File: src/rtl/dispatch_queue.sv
// Dispatch stage: FIFO of decoded instructions whose head is operand-resolved
// (CDB / ROB-ready / register file) and issued to the RS or LSB, one per cycle.
module dispatch_queue #(
    parameter int          DEPTH    = 4,
    parameter int          NUM_CDB  = 2,
    parameter int          ROB_ID_W = 4,
    parameter int          OP_W     = 6,
    parameter int          NOP_OP   = 0,
    parameter int          LS_LO    = 11,
    parameter int          LS_HI    = 18,
    parameter logic [31:0] IO_ADDR  = 32'h30000
) (
    input  logic                        clk,
    input  logic                        rst,
    input  logic                        rdy,

    input  logic                        in_valid,
    output logic                        in_ready,
    input  logic [OP_W-1:0]             in_openum,
    input  logic [4:0]                  in_rd,
    input  logic [4:0]                  in_rs1,
    input  logic [4:0]                  in_rs2,
    input  logic [31:0]                 in_imm,
    input  logic [31:0]                 in_pc,

    output logic [4:0]                  rs1_to_reg,
    output logic [4:0]                  rs2_to_reg,
    input  logic [31:0]                 V1_from_reg,
    input  logic [31:0]                 V2_from_reg,
    input  logic [ROB_ID_W-1:0]         Q1_from_reg,
    input  logic [ROB_ID_W-1:0]         Q2_from_reg,

    output logic [ROB_ID_W-1:0]         Q1_to_rob,
    output logic [ROB_ID_W-1:0]         Q2_to_rob,
    input  logic                        Q1_ready_from_rob,
    input  logic                        Q2_ready_from_rob,
    input  logic [31:0]                 ready_data1_from_rob,
    input  logic [31:0]                 ready_data2_from_rob,
    input  logic                        rob_full_from_rob,
    input  logic [ROB_ID_W-1:0]         rob_id_from_rob,

    input  logic                        rs_full,
    input  logic                        lsb_full,

    input  logic [NUM_CDB-1:0]          cdb_valid,
    input  logic [NUM_CDB*ROB_ID_W-1:0] cdb_rob_id,
    input  logic [NUM_CDB*32-1:0]       cdb_result,

    input  logic                        commit_jump_flag_from_rob,

    output logic                        ena_to_rob,
    output logic                        ena_to_reg,
    output logic                        ena_to_rs,
    output logic                        ena_to_lsb,
    output logic [4:0]                  rd_out,
    output logic [OP_W-1:0]             openum_out,
    output logic [31:0]                 V1_out,
    output logic [31:0]                 V2_out,
    output logic [ROB_ID_W-1:0]         Q1_out,
    output logic [ROB_ID_W-1:0]         Q2_out,
    output logic [31:0]                 pc_out,
    output logic [31:0]                 imm_out,
    output logic [ROB_ID_W-1:0]         rob_id_out,
    output logic                        is_io_out
);

    localparam int PTR_W = (DEPTH > 1) ? $clog2(DEPTH) : 1;
    localparam int CNT_W = PTR_W + 1;

    // Lowest-index matching CDB channel wins, then ROB ready data, then the register file.
    function automatic logic [ROB_ID_W+31:0] resolve_src(
        input logic [ROB_ID_W-1:0]         q_reg,
        input logic [31:0]                 v_reg,
        input logic                        rob_rdy,
        input logic [31:0]                 rob_data,
        input logic [NUM_CDB-1:0]          cv,
        input logic [NUM_CDB*ROB_ID_W-1:0] cid,
        input logic [NUM_CDB*32-1:0]       cres
    );
        logic                  hit;
        logic [ROB_ID_W+31:0]  r;
        hit = 1'b0;
        r   = {q_reg, v_reg};
        if (rob_rdy)
            r = {{ROB_ID_W{1'b0}}, rob_data};
        for (int i = 0; i < NUM_CDB; i++) begin
            if (!hit && cv[i] && (q_reg != '0) && (cid[i*ROB_ID_W +: ROB_ID_W] == q_reg)) begin
                hit = 1'b1;
                r   = {{ROB_ID_W{1'b0}}, cres[i*32 +: 32]};
            end
        end
        return r;
    endfunction

    logic [OP_W-1:0]  op_mem_q  [DEPTH];
    logic [4:0]       rd_mem_q  [DEPTH];
    logic [4:0]       rs1_mem_q [DEPTH];
    logic [4:0]       rs2_mem_q [DEPTH];
    logic [31:0]      imm_mem_q [DEPTH];
    logic [31:0]      pc_mem_q  [DEPTH];

    logic [PTR_W-1:0] head_q, head_d, tail_q, tail_d;
    logic [CNT_W-1:0] count_q, count_d;

    logic                ena_q, ena_d, ena_rs_q, ena_rs_d, ena_lsb_q, ena_lsb_d;
    logic [4:0]          rd_q, rd_d;
    logic [OP_W-1:0]     op_q, op_d;
    logic [31:0]         v1_q, v1_d, v2_q, v2_d, pc_q, pc_d, imm_q, imm_d;
    logic [ROB_ID_W-1:0] q1_q, q1_d, q2_q, q2_d, rid_q, rid_d;
    logic                io_q, io_d;

    logic [OP_W-1:0]     head_op;
    logic [31:0]         head_imm;
    logic                flush, not_empty, head_is_ls, head_is_nop, target_full;
    logic                go, issue, pop, push;
    logic [31:0]         v1_res, v2_res;
    logic [ROB_ID_W-1:0] q1_res, q2_res;

    assign head_op     = op_mem_q[head_q];
    assign head_imm    = imm_mem_q[head_q];
    assign rs1_to_reg  = rs1_mem_q[head_q];
    assign rs2_to_reg  = rs2_mem_q[head_q];
    assign Q1_to_rob   = Q1_from_reg;
    assign Q2_to_rob   = Q2_from_reg;

    assign flush       = commit_jump_flag_from_rob;
    assign in_ready    = (count_q < CNT_W'(DEPTH));
    assign not_empty   = (count_q != '0);
    assign head_is_ls  = (head_op >= OP_W'(LS_LO)) && (head_op <= OP_W'(LS_HI));
    assign head_is_nop = (head_op == OP_W'(NOP_OP));
    assign target_full = head_is_ls ? lsb_full : rs_full;
    assign go          = rdy && !flush && not_empty;
    assign issue       = go && !head_is_nop && !rob_full_from_rob && !target_full;
    assign pop         = go && (head_is_nop || issue);
    assign push        = in_valid && in_ready && rdy && !flush;

    assign {q1_res, v1_res} = resolve_src(Q1_from_reg, V1_from_reg, Q1_ready_from_rob,
                                          ready_data1_from_rob, cdb_valid, cdb_rob_id, cdb_result);
    assign {q2_res, v2_res} = resolve_src(Q2_from_reg, V2_from_reg, Q2_ready_from_rob,
                                          ready_data2_from_rob, cdb_valid, cdb_rob_id, cdb_result);

    always_ff @(posedge clk) begin
        if (push) begin
            op_mem_q[tail_q]  <= in_openum;
            rd_mem_q[tail_q]  <= in_rd;
            rs1_mem_q[tail_q] <= in_rs1;
            rs2_mem_q[tail_q] <= in_rs2;
            imm_mem_q[tail_q] <= in_imm;
            pc_mem_q[tail_q]  <= in_pc;
        end
    end

    // Pointer/occupancy update; flush overrides everything including a same-cycle push.
    always_comb begin
        head_d  = head_q;
        tail_d  = tail_q;
        count_d = count_q;
        if (flush) begin
            head_d  = '0;
            tail_d  = '0;
            count_d = '0;
        end else begin
            if (push)
                tail_d = tail_q + 1'b1;
            if (pop)
                head_d = head_q + 1'b1;
            case ({push, pop})
                2'b10:   count_d = count_q + 1'b1;
                2'b01:   count_d = count_q - 1'b1;
                default: count_d = count_q;
            endcase
        end
    end

    always_comb begin
        ena_d     = issue;
        ena_rs_d  = issue && !head_is_ls;
        ena_lsb_d = issue && head_is_ls;
        rd_d      = rd_q;
        op_d      = op_q;
        v1_d      = v1_q;
        v2_d      = v2_q;
        q1_d      = q1_q;
        q2_d      = q2_q;
        pc_d      = pc_q;
        imm_d     = imm_q;
        rid_d     = rid_q;
        io_d      = io_q;
        if (issue) begin
            rd_d  = rd_mem_q[head_q];
            op_d  = head_op;
            v1_d  = v1_res;
            v2_d  = v2_res;
            q1_d  = q1_res;
            q2_d  = q2_res;
            pc_d  = pc_mem_q[head_q];
            imm_d = head_imm;
            rid_d = rob_id_from_rob;
            io_d  = head_is_ls && (q1_res == '0) && ((v1_res + head_imm) == IO_ADDR);
        end
    end

    always_ff @(posedge clk) begin
        if (rst) begin
            head_q    <= '0;
            tail_q    <= '0;
            count_q   <= '0;
            ena_q     <= 1'b0;
            ena_rs_q  <= 1'b0;
            ena_lsb_q <= 1'b0;
            rd_q      <= '0;
            op_q      <= '0;
            v1_q      <= '0;
            v2_q      <= '0;
            q1_q      <= '0;
            q2_q      <= '0;
            pc_q      <= '0;
            imm_q     <= '0;
            rid_q     <= '0;
            io_q      <= 1'b0;
        end else begin
            head_q    <= head_d;
            tail_q    <= tail_d;
            count_q   <= count_d;
            ena_q     <= ena_d;
            ena_rs_q  <= ena_rs_d;
            ena_lsb_q <= ena_lsb_d;
            rd_q      <= rd_d;
            op_q      <= op_d;
            v1_q      <= v1_d;
            v2_q      <= v2_d;
            q1_q      <= q1_d;
            q2_q      <= q2_d;
            pc_q      <= pc_d;
            imm_q     <= imm_d;
            rid_q     <= rid_d;
            io_q      <= io_d;
        end
    end

    assign ena_to_rob = ena_q;
    assign ena_to_reg = ena_q;
    assign ena_to_rs  = ena_rs_q;
    assign ena_to_lsb = ena_lsb_q;
    assign rd_out     = rd_q;
    assign openum_out = op_q;
    assign V1_out     = v1_q;
    assign V2_out     = v2_q;
    assign Q1_out     = q1_q;
    assign Q2_out     = q2_q;
    assign pc_out     = pc_q;
    assign imm_out    = imm_q;
    assign rob_id_out = rid_q;
    assign is_io_out  = io_q;

endmodule

File: config.mk
export PLATFORM = sky130hd
export DESIGN_NAME = dispatch_queue
export DESIGN_NICKNAME = d
export VERILOG_FILES = /design/src/rtl/dispatch_queue.sv
export SDC_FILE = /design/constraint.sdc
export NUM_CORES = 1
export LEC_CHECK = 0
export ABC_AREA = 0
export BUFFER_PORTS_ARGS = -buffer_cell sky130_fd_sc_hd__buf_2
export CAP_MARGIN = 30
export CORE_UTILIZATION = 38
export DETAILED_ROUTE_END_ITERATION = 8
export GPL_TIMING_DRIVEN = 1
export PLACE_DENSITY = 0.68
export SLEW_MARGIN = 20
export SYNTH_ARGS = -nofsm -noshare
export SYNTH_HDL_FRONTEND = slang
export SYNTH_SLANG_ARGS = --single-unit
File: constraint.sdc
create_clock -name clk -period 5.9 [get_ports clk]
set_input_delay 1.18 -clock clk [delete_from_list [all_inputs] [get_ports clk]]
set_output_delay 1.18 -clock clk [all_outputs]
set_load 0.02 [all_outputs]
==> impl_results.md <==
* Status: complete, no violations
* Max FO, Critical Path at 6
* Die width at 244 um
* Number of buffers created by CTS at 52
* Finished Layout Cells at just over 3k
* Nets at approximately 2.6k
* Sequential power share at 48.0%
* Placer's final routability congestion estimate at between 0.9 and 1
* Design Power at 7.91 mW
* Int Power at between 6 and 7 mW
* Capturing point of the worst reg2reg path: is_io_out
* Slew headroom at between 30% and 40%
* Clk_lat worst skew at around 0.60 ns
* Post-CTS resize count at 0
* Worst Setup End Kind: register
* Pwr Density at ~290 nW/um^2
* CP max-delay cell: or4_1
* Clk slew on worst S/H paths at approximately 0.060 ns
* Post-synth EDFFs at 340
* Vias at roughly 17k
* Cell taking the most area after synthesis: edfxtp_1
* Synth Warn # at 0
* Setup Viol. Count Final at 0
* Peak supply drop at about 0.32 mV
* Critical path arrival at between 5 and 6 ns
* Commonest cells post-synth: edfxtp_1 (340), nand2_1 (222), nor2_1 (194)
* Mapped Avg Cell Area at ~12 sq um
* GRT Util Overall at between 20% and 30%
* ANT nets after route at 0
* Met1 Wirelength at 27.5 mm
* Final hold violations at 0
* Share of flip-flops with an asynchronous set or reset at 0%
* CP peak stage delay at 0.57 ns
* Clock skew at between 0.01 and 0.015 ns
* Cell variety after synth at 65
* Routed WL at a little under 70 mm
* Crit path kind: in -> reg
* Fill cell count at 5224
* FP Rows at between 80 and 90
* Vias per std cell at approximately 5.4
* Switching component of the power at 1.86 mW
* DRC at 0
* Clock Tree Buf Depth at 3
* DR WL met3 at 5.52 mm
* Top sig layer: met5
* Post-synthesis instance area at between 20000 and 25000 sq um
* DP HPWL at around 50 mm
* RSZ-0062 raised after global routing: false
* Slew Limit Fails at 0
* Pre-Repair DR Iteration Count at 5
* Max_cap viols at 0
* Reg2reg setup slack at about 1.2 ns
* First-pass GRT wire length at approximately 100 mm
* Setup crit start kind: input pin
* Slew @ Worst Pin at 0.939 ns
* Largest net degree at the start of global routing at about 150
* Placeable Area at roughly 58000 sq um
* Mapped Cells at approximately 1.8k
* Syn Nets at between 2k and 2.5k
* Vias in the first global route at between 15k and 20k
* Count leader, synth: edfxtp_1
* Clk pwr share at 42.4%
* Worst Reg-to-Reg Cells at 14
* CTS tree: built
* CP most frequent cell: or4_1
* Post-DR wirelength/cell at about 22 um
* Crit path to: is_io_out
* Cts hold-fix bufs at 0
* CTS H-tree depth at 2
* Post-CTS Setup Bufs at 0
* Syn-to-layout area delta at 23.6%
* Main area contributors after synthesis: edfxtp_1 (46%), dfxtp_1 (15%), mux4_2 (8.4%)
* Initial Utilization at about two fifths
* Yosys reg bits at ~500
* Placed cells at 3003
* Grt total ovfl at 0
* PortBufs at a little under 500
* Regs by FF count: imm_mem_q x128, pc_mem_q x128
* Crit path from: Q1_from_reg[0]
* Min-delay worst type: reg -> reg
* Final worst-path cycle share at between 90% and 100%
* Sequential area share after synthesis at slightly above 60%
* Max Fclk at roughly 190 MHz
* IO Pins at 484
* Die height at 244 um
* Top_reg_cell synth: edfxtp_1
* Minimum clock period at 5.40 ns
* Initial drt markers at 945
* Met2 wire length at ~34 mm
* CP required at 6.44 ns
* Pleak at 10.3 nW
* Die area at just under 60000 sq um
* CTS sink count at slightly above 500
* Critical-path cell list: buf_2 > or4_1 > nand3_1 > nor2_4 > nor2_1 > a21oi_1 > o21ai_0 > ha_1 > inv_1 > fa_1 > nor2b_1 > o2111a_1 > o2111ai_1 > and2_1 > mux2i_1 > or4_1 > a2111oi_2 > nand4_1 > or4_1 > nand2_1
* Combinational power share at 9.6%
* Root buffer cell: clkbuf_16
* Synth top area share at 45.9%
* Antenna violations before repair at 30
* Share of post-route cells with drive strength above 1 at around 30%
* Net Sw Frac at around a quarter
-- cell families (layout without fill, tap and decap cells) --
family                   after synthesis  in the layout  synth area share, %
flip-flops                           504            504                 60.6
XOR/XNOR                              29             29                 1.14
buffers and inverters                152            661                 2.75
multiplexers                         162            162                 12.1
AO/OA/AOI/OAI                        353            353                 9.65
AND/OR/NAND/NOR                      589            589                 11.5
adder cells (fa/ha/maj)               38             38                 2.20
other                                  0             13                    0
-- metrics by stage --
| step | setup slack (ns) | hold WS [ns] | cell area [sq um] | TNS (ns) | util, % |
|---|---|---|---|---|---|
| 4_1_cts | 0.535 | 0.452 | 27500 | 0 | 47.5 |
| 2_1_floorplan | 0.461 | 0.468 | 22300 | 0 | - |
| 5_1_grt | 0.124 | 0.471 | 27500 | 0 | 47.6 |
| 3_5_place_dp | -0.0718 | 0.444 | 25700 | -0.0718 | 44.5 |
| 3_3_place_gp | 0.0151 | 0.437 | 25600 | 0 | 44.3 |
| 6_report | 0.505 | 0.450 | 27500 | 0 | 47.6 |
-- how the worst min path moves through the flow --
| stage | start | end | depth (start not counted) |
|---|---|---|---|
| after global routing | openum_out[1] | openum_out[1] | 2 |
| final | pc_out[30] | pc_out[30] | 2 |
| after CTS | pc_out[30] | pc_out[30] | 2 |
| after global placement | Q1_out[1] | Q1_out[1] | 2 |
| after floorplan | count_q[2] | count_q[2] | 2 |
| after detailed placement | pc_out[30] | pc_out[30] | 2 |
-- metal layers --
metal | vias to the layer above | global-route usage [%]
met4 | 24 | 9.30
met1 | 8183 | 27.6
met3 | 145 | 6.15
li1 | 7755 | -
met5 | - | 0
met2 | 637 | 38.6
-- power by group through the flow --
stage	clock network (mW)	logic, mW	registers, mW
final	3.35	0.759	3.80
after global routing	3.57	0.826	3.79
after CTS	3.43	0.757	3.80
after detailed placement	0	0.753	3.87
after global placement	0	0.744	3.87
after floorplan	0	0.419	3.88
-- layout by cell type, fill, tap and decap left out, drive strengths merged, types with 5 or more instances in the layout --
cell,synthesis,final
nor2b,6,6
mux4,85,85
a31oi,7,7
nor3b,5,5
buf,19,537
mux2i,75,75
clkinv,0,18
xor2,10,10
a211oi,75,75
and3,8,8
nor4,5,5
bufinv,0,6
nor3,80,80
o21ai,57,57
edfxtp,340,340
diode,0,13
nand3,20,20
o21a,5,5
and2,13,13
a21oi,160,160
nor2,194,194
nand2,222,222
clkbuf,107,71
ha,36,36
a21o,10,10
dfxtp,164,164
xnor2,19,19
nand4,9,9
inv,26,27
or4,7,7
-- worst max-delay path, delay by kind of cell --
| family | cells | cell delay, ns |
|---|---|---|
| AO/OA/AOI/OAI | 5 | 1.11 |
| AND/OR/NAND/NOR | 10 | 2.62 |
| multiplexers | 1 | 0.12 |
| adder cells (fa/ha/maj) | 2 | 0.68 |
| buffers and inverters | 2 | 0.21 |
-- final cells by class --
type,instances,area [sq um],area share (%)
Timing Repair Buffer,537,2990,10.9
Clock buffer,71,1410,5.14
Tap cell,765,957,3.48
Antenna cell,13,32.5,0.118
Inverter,26,97.6,0.355
Multi-Input combinational cell,1171,8190,29.8
Clock inverter,27,324,1.18
Sequential cell,504,13500,49.1
Note: power is estimated with default switching activity, not from simulation.
